--- src/rtl/rgb_pkg.sv ---
// Shared types and constants for the RGB colour-wheel sequencer.
//   state_e    : sequencer FSM states
//   duty_t     : 2-bit duty code (00=0%, 01=12.5%, 10=25%, 11=50%)
//   NUM_PHASES : colour phases per revolution (0..NUM_PHASES-1)
//   LVL_MAX    : top brightness level within a phase
package rgb_pkg;

  typedef enum logic [1:0] {
    StOff    = 2'd0,
    StRun    = 2'd1,
    StPaused = 2'd2
  } state_e;

  typedef logic [1:0] duty_t;

  localparam int unsigned NUM_PHASES = 6;
  localparam int unsigned LVL_MAX    = 3;

endpackage

--- src/rtl/tick_prescaler.sv ---
// Free-running prescaler producing a one-cycle tick every PRESCALE clocks.
// Ports:
//   i_clock   : system clock
//   i_reset_n : synchronous active-low reset (clears the count)
//   o_tick    : high for the single cycle in which the count is PRESCALE-1
module tick_prescaler #(
  parameter int unsigned PRESCALE = 1000
) (
  input  logic i_clock,
  input  logic i_reset_n,
  output logic o_tick
);

  localparam int unsigned CntW = $clog2(PRESCALE);
  localparam logic [CntW-1:0] CntMax = CntW'(PRESCALE - 1);

  logic [CntW-1:0] r_count;

  always_ff @(posedge i_clock) begin
    if (!i_reset_n) begin
      r_count <= '0;
    end else if (r_count == CntMax) begin
      r_count <= '0;
    end else begin
      r_count <= r_count + 1'b1;
    end
  end

  // Decoded from the register so reset leaves no residual tick.
  assign o_tick = (r_count == CntMax);

endmodule

--- src/rtl/rgb_sequencer.sv ---
// RGB colour-wheel sequencer. Walks six colour phases, each with four
// brightness levels, and emits duty codes for three PWM controllers.
// Ports:
//   clock, reset_n    : clock and synchronous active-low reset
//   run               : level; 1 = running or paused, 0 = off
//   pause             : pulse; toggles RUN <-> PAUSED
//   step              : pulse; single advance while PAUSED
//   tick              : prescaler strobe, also the PWM clock enable
//   sw_r, sw_g, sw_b  : duty codes, decoded from registered state only
//   phase             : current colour phase 0..5
module rgb_sequencer
  import rgb_pkg::*;
#(
  parameter int unsigned PRESCALE   = 1000,
  parameter int unsigned STEP_TICKS = 250
) (
  input  logic       clock,
  input  logic       reset_n,
  input  logic       run,
  input  logic       pause,
  input  logic       step,
  output logic       tick,
  output logic [1:0] sw_r,
  output logic [1:0] sw_g,
  output logic [1:0] sw_b,
  output logic [2:0] phase
);

  localparam int unsigned StepW = (STEP_TICKS > 1) ? $clog2(STEP_TICKS) : 1;
  localparam logic [StepW-1:0] StepMax  = StepW'(STEP_TICKS - 1);
  localparam logic [1:0]       LvlMax   = 2'(LVL_MAX);
  localparam logic [2:0]       PhaseMax = 3'(NUM_PHASES - 1);

  state_e           r_state, w_state;
  logic [StepW-1:0] r_step_cnt, w_step_cnt;
  logic [1:0]       r_level, w_level;
  logic [2:0]       r_phase, w_phase;
  logic             w_advance;
  logic             w_tick;
  duty_t            w_r, w_g, w_b;
  logic [1:0]       w_inv;

  tick_prescaler #(
    .PRESCALE (PRESCALE)
  ) u_prescaler (
    .i_clock   (clock),
    .i_reset_n (reset_n),
    .o_tick    (w_tick)
  );

  always_ff @(posedge clock) begin
    if (!reset_n) begin
      r_state    <= StOff;
      r_step_cnt <= '0;
      r_level    <= '0;
      r_phase    <= '0;
    end else begin
      r_state    <= w_state;
      r_step_cnt <= w_step_cnt;
      r_level    <= w_level;
      r_phase    <= w_phase;
    end
  end

  always_comb begin
    w_state    = r_state;
    w_step_cnt = r_step_cnt;
    w_level    = r_level;
    w_phase    = r_phase;
    w_advance  = 1'b0;

    // run=0 overrides everything and parks the sequence at phase 0, level 0.
    if (!run) begin
      w_state    = StOff;
      w_step_cnt = '0;
      w_level    = '0;
      w_phase    = '0;
    end else begin
      unique case (r_state)
        StOff: begin
          w_state    = StRun;
          w_step_cnt = '0;
          w_level    = '0;
          w_phase    = '0;
        end
        StRun: begin
          if (pause) w_state = StPaused;
          if (w_tick) begin
            if (r_step_cnt == StepMax) begin
              w_step_cnt = '0;
              w_advance  = 1'b1;
            end else begin
              w_step_cnt = r_step_cnt + 1'b1;
            end
          end
        end
        StPaused: begin
          // Resuming takes precedence over a coincident step.
          if (pause) begin
            w_state = StRun;
          end else if (step) begin
            w_step_cnt = '0;
            w_advance  = 1'b1;
          end
        end
        default: w_state = StOff;
      endcase
    end

    if (w_advance) begin
      if (r_level == LvlMax) begin
        w_level = '0;
        w_phase = (r_phase == PhaseMax) ? 3'd0 : r_phase + 3'd1;
      end else begin
        w_level = r_level + 2'd1;
      end
    end
  end

  // Colour wheel: one channel ramps up or down per phase while the others sit at 0 or full.
  always_comb begin
    w_r   = 2'b00;
    w_g   = 2'b00;
    w_b   = 2'b00;
    w_inv = LvlMax - r_level;
    if (r_state != StOff) begin
      unique case (r_phase)
        3'd0: begin w_r = LvlMax; w_g = r_level; end
        3'd1: begin w_r = w_inv;  w_g = LvlMax;  end
        3'd2: begin w_g = LvlMax; w_b = r_level; end
        3'd3: begin w_g = w_inv;  w_b = LvlMax;  end
        3'd4: begin w_r = r_level; w_b = LvlMax; end
        3'd5: begin w_r = LvlMax; w_b = w_inv;   end
        default: begin
          w_r = 2'b00;
          w_g = 2'b00;
          w_b = 2'b00;
        end
      endcase
    end
  end

  assign tick  = w_tick;
  assign sw_r  = w_r;
  assign sw_g  = w_g;
  assign sw_b  = w_b;
  assign phase = r_phase;

endmodule

--- config.mk ---
export PLATFORM = sky130hd
export DESIGN_NAME = rgb_sequencer
export DESIGN_NICKNAME = d
export VERILOG_FILES = /design/src/rtl/rgb_pkg.sv /design/src/rtl/tick_prescaler.sv /design/src/rtl/rgb_sequencer.sv
export SDC_FILE = /design/constraint.sdc
export NUM_CORES = 1
export LEC_CHECK = 0
export ABC_AREA = 1
export ABC_CLOCK_PERIOD_IN_PS = 1300
export BUFFER_PORTS_ARGS = -buffer_cell sky130_fd_sc_hd__buf_2
export CAP_MARGIN = 15
export CORE_ASPECT_RATIO = 1.5
export CORE_MARGIN = 8
export CORE_UTILIZATION = 40
export CTS_BUF_LIST = sky130_fd_sc_hd__clkbuf_8
export CTS_CLUSTER_DIAMETER = 80
export CTS_CLUSTER_SIZE = 24
export DETAILED_ROUTE_END_ITERATION = 10
export GPL_TIMING_DRIVEN = 0
export PLACE_DENSITY = 0.62
export SETUP_SLACK_MARGIN = 0.2
export SYNTH_ARGS = -nofsm -noshare
export SYNTH_HDL_FRONTEND = slang
export SYNTH_SLANG_ARGS = --single-unit
--- constraint.sdc ---
create_clock -name clock -period 1.3 [get_ports clock]
set_input_delay 0.065 -clock clock [delete_from_list [all_inputs] [get_ports clock]]
set_output_delay 0.065 -clock clock [all_outputs]
set_load 0.02 [all_outputs]
==> impl_metrics.csv, run 1 <==
group,metric,value,unit
run,cap_violations,0,
layout,layout.nets,285,
timing,relSlewSlack,78.27,%
worst_setup_path,cp_data_required_time,1.47,ns
timing,post-route-min-period,1.450,ns
pwr,p_int,0.001106,W
pwr,powerDensity,616.7,nW/um2
hold_path,min_path_type,"in2reg",
hold_path,min_to,"r_state[1]",
worst_setup_path,cp-end-kind,"register",
layout,regArea,520.5,um2
routing,drc,0,
global_route,met3_usage,1.949,%
routing,via_per_inst,5.138,
global_route,gr-usage-met2,24.82,%
layout,areaGrowthSynthToFinish,61.54,%
layout,drive_gt1_share,52.04,%
pwr,p_sw_share,27.39,%
pwr,combPwrFrac,18.6,%
worst_setup_path,reg2reg_depth,8,
worst_setup_path,arrival,1.62,ns
clock_tree,clk_path_buf_depth,2,
worst_setup_path,critical_path_class,"reg2reg",
global_route,grt-ovfl-total,0,
logic_synthesis,synthArstFlopShare,0,%
hold_path,hold_start,"pause",
placed_design,place_ws,-0.3074,ns
layout,fillers,297,
floorplanning,start_util,41.52,%
run_status,outcome,"finished with violations",
logic_synthesis,synth_compound_area_share,13.91,%
worst_setup_path,r2r-start,"r_state[1]",
logic_synthesis,ys_ff_latch,25,
pwr,vdd_drop_max,615.6,uV
logic_synthesis,synth_edf_count,0,
run_status,failed_checks,"setup timing",
timing,post-route-period-util,111.5,%
layout,multiInputGateArea,1375,um2
timing,skew,0.005198,ns
pwr,net-switching-power,0.0004173,W
placed_design,place_congestion,0.8498,
pwr,finalPower,0.001523,W
clock_tree,cts.sinks,25,
logic_synthesis,synth_top_family_by_area,"simple AND/OR/NAND/NOR gates",
worst_setup_path,worst-path-max-fanout,6,
clock_tree,cts.root.buffer_cell,"clkbuf_8",
routing,first_pass_iters,4,
global_route,gr-usage-met1,13.33,%
global_route,grt_max_degree,14,
timing,slew_viol_final,0,
clock_tree,postCtsHoldBufs,0,
placed_design,dp_hpwl,2.504,mm
worst_setup_path,crit_path_start_kind,"register",
routing,drt_iter0_drc,58,
routing,wl,4.023,mm
timing,whs,0.1105,ns
worst_setup_path,reg2reg_slack,-0.15,ns
logic_synthesis,syn_inst,227,
routing,detail-route-antenna-nets,0,
hold_path,holdPathStages,3,
floorplanning,die_x,66.48,um
logic_synthesis,syn_avg_cell_area,6.736,um2
global_route,grt_usage,13.21,%
timing,worst_slack,-0.1496,ns
floorplanning,core_region_area,3682,um2
routing,vias,1603,
floorplanning,core.rowCount,27,
logic_synthesis,synth-simple-area-share,34.04,%
global_route,top_usage_layer,"met2",
logic_synthesis,ys_warn_count,0,
pwr,p_seq_share,51.7,%
placed_design,io_buffers,13,
logic_synthesis,synth_area,1529,um2
layout,layout_commonest_cell,"nand2_1",
timing,max_clock_freq,689.9,MHz
timing,rsz0062_at_grt,"true",
pwr,pwr-share-clk,29.8,%
floorplanning,die_h,91.72,um
clock_tree,clk_pin_slew_worst_paths,0.09,ns
pwr,p_leak,1.015,nW
timing,hold_violations,0,
timing,finalSetupViolCount,30,
layout,insertedDiodeCount,0,
logic_synthesis,synth_mux_area_share,0,%
clock_tree,clock_latency,0.27,ns
logic_synthesis,synth_xor_area_share,2.291,%
routing,wl_per_cell,12.89,um
logic_synthesis,ys_types,30,
floorplanning,io_pins,15,
logic_synthesis,synth_adder_area_share,8.183,%
layout,mostFrequentLayoutCells,"nand2_1, inv_1, nor2_1",
logic_synthesis,seq_area_frac_synth,32.73,%
logic_synthesis,syn_nets,242,
global_route,grt_antenna_before_repair,0,
global_route,grt_pass1_wl,6.575,mm
worst_setup_path,r2r_end,"r_step_cnt[7]",
clock_tree,cts_tree,"yes",
timing,tightest_slew,0.3255,ns
floorplanning,dieArea,6098,um2
global_route,grt_pass1_vias,1624,
logic_synthesis,ys.flop_type,"dfxtp_1",
clock_tree,cts_max_level,1,
clock_tree,numCtsBuffers,3,
-- metrics by stage --
| stage | area (um2) | setup TNS [ns] | cells | util (%) |
|---|---|---|---|---|
| after floorplan | 1607 | -0.5006 | 227 | - |
| after global placement | 1725 | -2.265 | 283 | 46.86 |
| after detailed placement | 1725 | -2.390 | 283 | 46.86 |
| after CTS | 2196 | -1.935 | 303 | 59.63 |
| after global routing | 2470 | -5.351 | 312 | 67.07 |
| final | 2470 | -3.096 | 312 | 67.07 |
-- per-layer routing --
metal	up-vias	wire length, um
met5	-	0
met4	0	132
met3	13	163
met2	29	2112
met1	731	1615
li1	830	-
-- timing repair --
| action | 4_1_cts | 5_1_grt |
|---|---|---|
| pin swaps | 25 | 23 |
| gates resized for setup | 84 | 43 |
| cloned | 2 | 0 |
| buffers inserted | 14 | 9 |
| endpoints found under the setup margin | 32 | 32 |
-- worst max-delay path, cell delays in order (launching register included) --
cell and delay, ns:
dfxtp_2 0.35, buf_6 0.13, ha_4 0.17, a21oi_4 0.25, nand2_8 0.12, clkinv_8 0.10, nand2_4 0.05, o21ai_2 0.12
nor2_1 0.06
-- worst max path at each step --
stage                                 startpoint             to  slack (ns)  depth (start not counted)
after floorplan           u_prescaler.r_count[1]       phase[0]       -0.09                         10
after global placement                r_state[1]       phase[0]       -0.30                          9
after detailed placement              r_state[1]       phase[0]       -0.31                          9
after CTS                               phase[0]        sw_b[1]       -0.15                          8
after global routing                    phase[0]        sw_r[1]       -0.26                          8
final                                 r_state[1]  r_step_cnt[7]       -0.15                          8
-- sequential cells by signal, summed over array words and instances (netlist names) --
| signal | cells |
|---|---|
| u_prescaler.r_count | 10 |
| r_step_cnt | 8 |
| phase | 3 |
| r_level | 2 |
| r_state | 2 |
-- final cells by class --
type / count / share of cell area (%)
inverter: 34 / 6.079
clock buffer: 3 / 1.672
multi-input combinational: 169 / 55.67
sequential: 25 / 21.07
timing repair buffer: 36 / 12.97
clock inverter: 1 / 0.1520
buffer: 1 / 0.2026
tap: 43 / 2.178
-- cell families after synthesis --
family,after synthesis
and+or+nand+nor,114
DFF,25
adders and majority gates,10
AOI/OAI and AO/OA,39
xor gates and xnor gates,4
buffers and inverters,35
-- cell usage after synthesis (2+ instances only) --
master	number	area, um2
a21oi_1	15	75.07
dfxtp_1	25	500.5
ha_1	10	125.1
inv_1	29	108.9
inv_2	4	15.01
nand2_1	41	153.9
nand2_2	3	18.77
nand3_1	14	70.07
nand3b_1	2	15.01
nand4_1	6	37.54
nor2_1	34	127.6
nor3_1	6	30.03
nor3b_1	2	15.01
o21ai_0	15	75.07
o21ai_1	3	15.01
xor2_1	4	35.03
-- power by group through the flow --
stage          Clock (W)  Sequential [W]  Combinational [W]
2_1_floorplan          0        0.000804           0.000105
3_3_place_gp           0        0.000805           0.000138
3_5_place_dp           0        0.000806           0.000139
4_1_cts         0.000472        0.000786           0.000217
5_1_grt         0.000494        0.000789           0.000305
6_report        0.000453        0.000787           0.000283
(Power assumes the default switching activity.)
==> run 2, diff against run 1 <==
ABC_CLOCK_PERIOD_IN_PS = 1200   (was 1300)
CELL_PAD_IN_SITES_DETAIL_PLACEMENT = 1   (was default)
CELL_PAD_IN_SITES_GLOBAL_PLACEMENT = 2   (was default)
CORE_UTILIZATION = 31   (was 40)
PLACE_DENSITY = 0.8   (was 0.62)
SYNTH_HIERARCHICAL = 1   (was default)
clock period = 1.2 ns   (was 1.3 ns; I/O delays follow)
==> impl_metrics.csv, run 2 <==
group,metric,value,unit
run_status,outcome,"finished with violations",
run_status,failed_checks,"setup timing",
logic_synthesis,ys_types,31,
pwr,vdd_drop_max,578.9,uV
clock_tree,clk_pin_slew_worst_paths,0.10,ns
worst_setup_path,crit_buf_inv,2,
clock_tree,clk_path_buf_depth,2,
floorplanning,die_x,75.42,um
routing,wl,5.048,mm
timing,rsz0062_at_grt,"true",
timing,tightest_slew,0.2889,ns
timing,finalSetupViolCount,30,
worst_setup_path,cp-end-kind,"register",
routing,vias,1684,
hold_path,min_path_type,"in2reg",
layout,fillers,656,
pwr,net-switching-power,0.0004583,W
global_route,grt_pass1_wl,8.314,mm
routing,wl_per_cell,14.38,um
clock_tree,cts.sinks,25,
floorplanning,start_util,32.03,%
floorplanning,core.rowCount,32,
clock_tree,clock_latency,0.27,ns
logic_synthesis,netlist_top_cells_area,"dfxtp_1, nand2_1, ha_1",
routing,drc,0,
global_route,grt_max_degree,16,
layout,regArea,533.0,um2
logic_synthesis,synth-simple-area-share,37.73,%
logic_synthesis,syn_avg_cell_area,6.812,um2
floorplanning,dieArea,7928,um2
pwr,powerDensity,641.6,nW/um2
logic_synthesis,synth_area,1642,um2
layout,mostFrequentLayoutCells,"nand2_1, inv_1, nor2_1, buf_6, buf_4",
floorplanning,io_pins,15,
clock_tree,cts_max_level,1,
layout,insertedDiodeCount,0,
worst_setup_path,critical_path_class,"reg2reg",
floorplanning,die_h,105.1,um
global_route,met3_usage,1.818,%
clock_tree,cts_tree,"yes",
layout,drive_gt1_share,48.41,%
worst_setup_path,cp_common_cell,"nor2_4",
logic_synthesis,synth_edf_count,0,
logic_synthesis,synthArstFlopShare,0,%
global_route,gr-usage-met1,14.01,%
worst_setup_path,critical-path-top-delay-family,"simple AND/OR/NAND/NOR gates",
run,cap_violations,0,
layout,largest_reg_flops,10,
logic_synthesis,synth_xor_area_share,3.735,%
clock_tree,numCtsBuffers,3,
pwr,p_sw_share,28.25,%
worst_setup_path,cp_data_required_time,1.37,ns
worst_setup_path,arrival,1.75,ns
timing,hold_violations,0,
logic_synthesis,syn_nets,256,
layout,areaGrowthSynthToFinish,54.04,%
global_route,top_usage_layer,"met2",
worst_setup_path,crit_chain,"ha_4 -> inv_4 -> nor2_4 -> nand3_4 -> inv_4 -> nor2_4 -> nor2_4 -> nand2_8 -> nor2_4 -> nand2_1 -> o21bai_1 -> nor2_2",
timing,max_clock_freq,634.4,MHz
logic_synthesis,synth_top_area_share,30.49,%
logic_synthesis,ys_ff_latch,25,
global_route,grt_pass1_vias,1726,
logic_synthesis,ys_warn_count,6,
worst_setup_path,cp_slowest_cell,"dfxtp_4",
placed_design,dp_hpwl,3.184,mm
worst_setup_path,crit_path_start_kind,"register",
logic_synthesis,synth_common_cells,"nand2_1, inv_1, nor2_1, dfxtp_1, a21oi_1",
timing,worst_slack,-0.3764,ns
timing,relSlewSlack,80.69,%
logic_synthesis,syn_inst,241,
worst_setup_path,max_stage_delay,0.37,ns
logic_synthesis,synth_mux_area_share,0,%
placed_design,io_buffers,13,
global_route,grt_usage,13.13,%
layout,layout.nets,299,
layout,regMostFlops,"u_prescaler/r_count",
pwr,p_int,0.001164,W
logic_synthesis,yosysMostFrequentCell,"nand2_1",
clock_tree,postCtsHoldBufs,0,
logic_synthesis,synth_compound_area_share,10.75,%
logic_synthesis,ys.flop_type,"dfxtp_1",
routing,drt_iter0_drc,47,
routing,detail-route-antenna-nets,0,
placed_design,place_area,1954,um2
logic_synthesis,seq_area_frac_synth,30.49,%
logic_synthesis,synth_adder_area_share,7.622,%
pwr,p_leak,0.9694,nW
pwr,combPwrFrac,14.9,%
routing,via_per_inst,4.798,
global_route,grt-ovfl-total,0,
layout,fin_area,2529,um2
layout,layout_commonest_cell,"nand2_1",
pwr,pwr-share-clk,33.0,%
logic_synthesis,synth_top_family_by_area,"simple AND/OR/NAND/NOR gates",
timing,slew_viol_final,0,
global_route,gr-usage-met2,25.17,%
routing,first_pass_iters,4,
timing,post-route-min-period,1.576,ns
worst_setup_path,worst-path-max-fanout,4,
timing,whs,0.06034,ns
pwr,p_seq_share,52.2,%
clock_tree,cts.root.buffer_cell,"clkbuf_8",
floorplanning,core_region_area,5125,um2
logic_synthesis,synth_top_cell_by_area,"dfxtp_1",
placed_design,place_congestion,0.7533,
layout,multiInputGateArea,1339,um2
timing,skew,0.003024,ns
global_route,grt_antenna_before_repair,0,
timing,post-route-period-util,131.4,%
run 2: cell count changes after synthesis, sizes merged, moves of 2 or more:
cell,change
nand2,+21
o21ai,-12
inv,+5
nor3,-4
a21oi,+3
xnor2,+3
nand3,+2
nor3b,-2
run 2: power by group through the flow:
stage	Clock (W)	Sequential (W)	Combinational, W
finish	0.000535	0.000847	0.000241
global placement	0	0.000870	0.000189
CTS	0.000565	0.000850	0.000226
detailed placement	0	0.000871	0.000189
global route	0.000602	0.000850	0.000266
floorplan	0	0.000868	0.000145
run 2: area by class of cell:
| cell class | instances | share of cell area [%] |
|---|---|---|
| repair buffers | 37 | 13.36 |
| clock buffers | 3 | 1.633 |
| plain buffers | 1 | 0.1979 |
| flip-flops and latches | 25 | 21.08 |
| multi-input cells | 177 | 52.94 |
| inverters | 39 | 7.175 |
| clock inverters | 1 | 0.2474 |
| well taps | 68 | 3.365 |
run 2: kinds of logic (layout without fill, tap and decap cells):
| kind of cell | after synthesis | in the layout |
|---|---|---|
| AO/OA/AOI/OAI | 31 | 31 |
| adder cells (fa/ha/maj) | 10 | 10 |
| XOR/XNOR | 7 | 7 |
| buffers and inverters | 40 | 81 |
| AND/OR/NAND/NOR | 128 | 129 |
| flip-flops | 25 | 25 |
run 2: metal layers:
metal  up-vias  wire length, um
li1        851                -
met1       810             1965
met2        19             2941
met3         4               94
met4         0               45
met5         -                0
run 2: worst reg2reg max path: cells and delay by family, from the launching register on:
| kind | cells | cell delay (ns) |
|---|---|---|
| DFF | 1 | 0.37 |
| adders and majority gates | 1 | 0.14 |
| AOI/OAI and AO/OA | 1 | 0.16 |
| and+or+nand+nor | 8 | 0.69 |
| buffers and inverters | 2 | 0.13 |
run 2: path summary, 6_finish.rpt:
path / start / end / slack, ns / cells after the start
setup / recovery: u_prescaler/r_count[0] / r_step_cnt[7] / -0.38 / 12
hold / removal: pause / r_state[1] / 0.06 / 3
setup reg to reg: u_prescaler/r_count[0] / r_step_cnt[7] / -0.38 / 12
hold reg to reg: r_step_cnt[4] / r_step_cnt[4] / 0.45 / 2
run 2: what timing repair did:
| item | CTS | global route |
|---|---|---|
| resized for setup | 57 | 32 |
| gates cloned | 1 | 0 |
| setup buffers | 16 | 8 |
| pin swaps | 25 | 8 |
| setup endpoints to repair | 32 | 35 |
run 2: stage by stage:
stage / std cells / setup WS (ns) / TNS, ns / utilization (%) / power, W
after floorplan: 241 / -0.4213 / -3.675 / - / 0.001013
after global placement: 322 / -0.5069 / -4.879 / 38.13 / 0.001059
after detailed placement: 322 / -0.5292 / -5.068 / 38.13 / 0.001060
after CTS: 343 / -0.3948 / -5.639 / 45.70 / 0.001641
after global routing: 351 / -0.4896 / -10.09 / 49.34 / 0.001717
final: 351 / -0.3764 / -7.367 / 49.34 / 0.001622
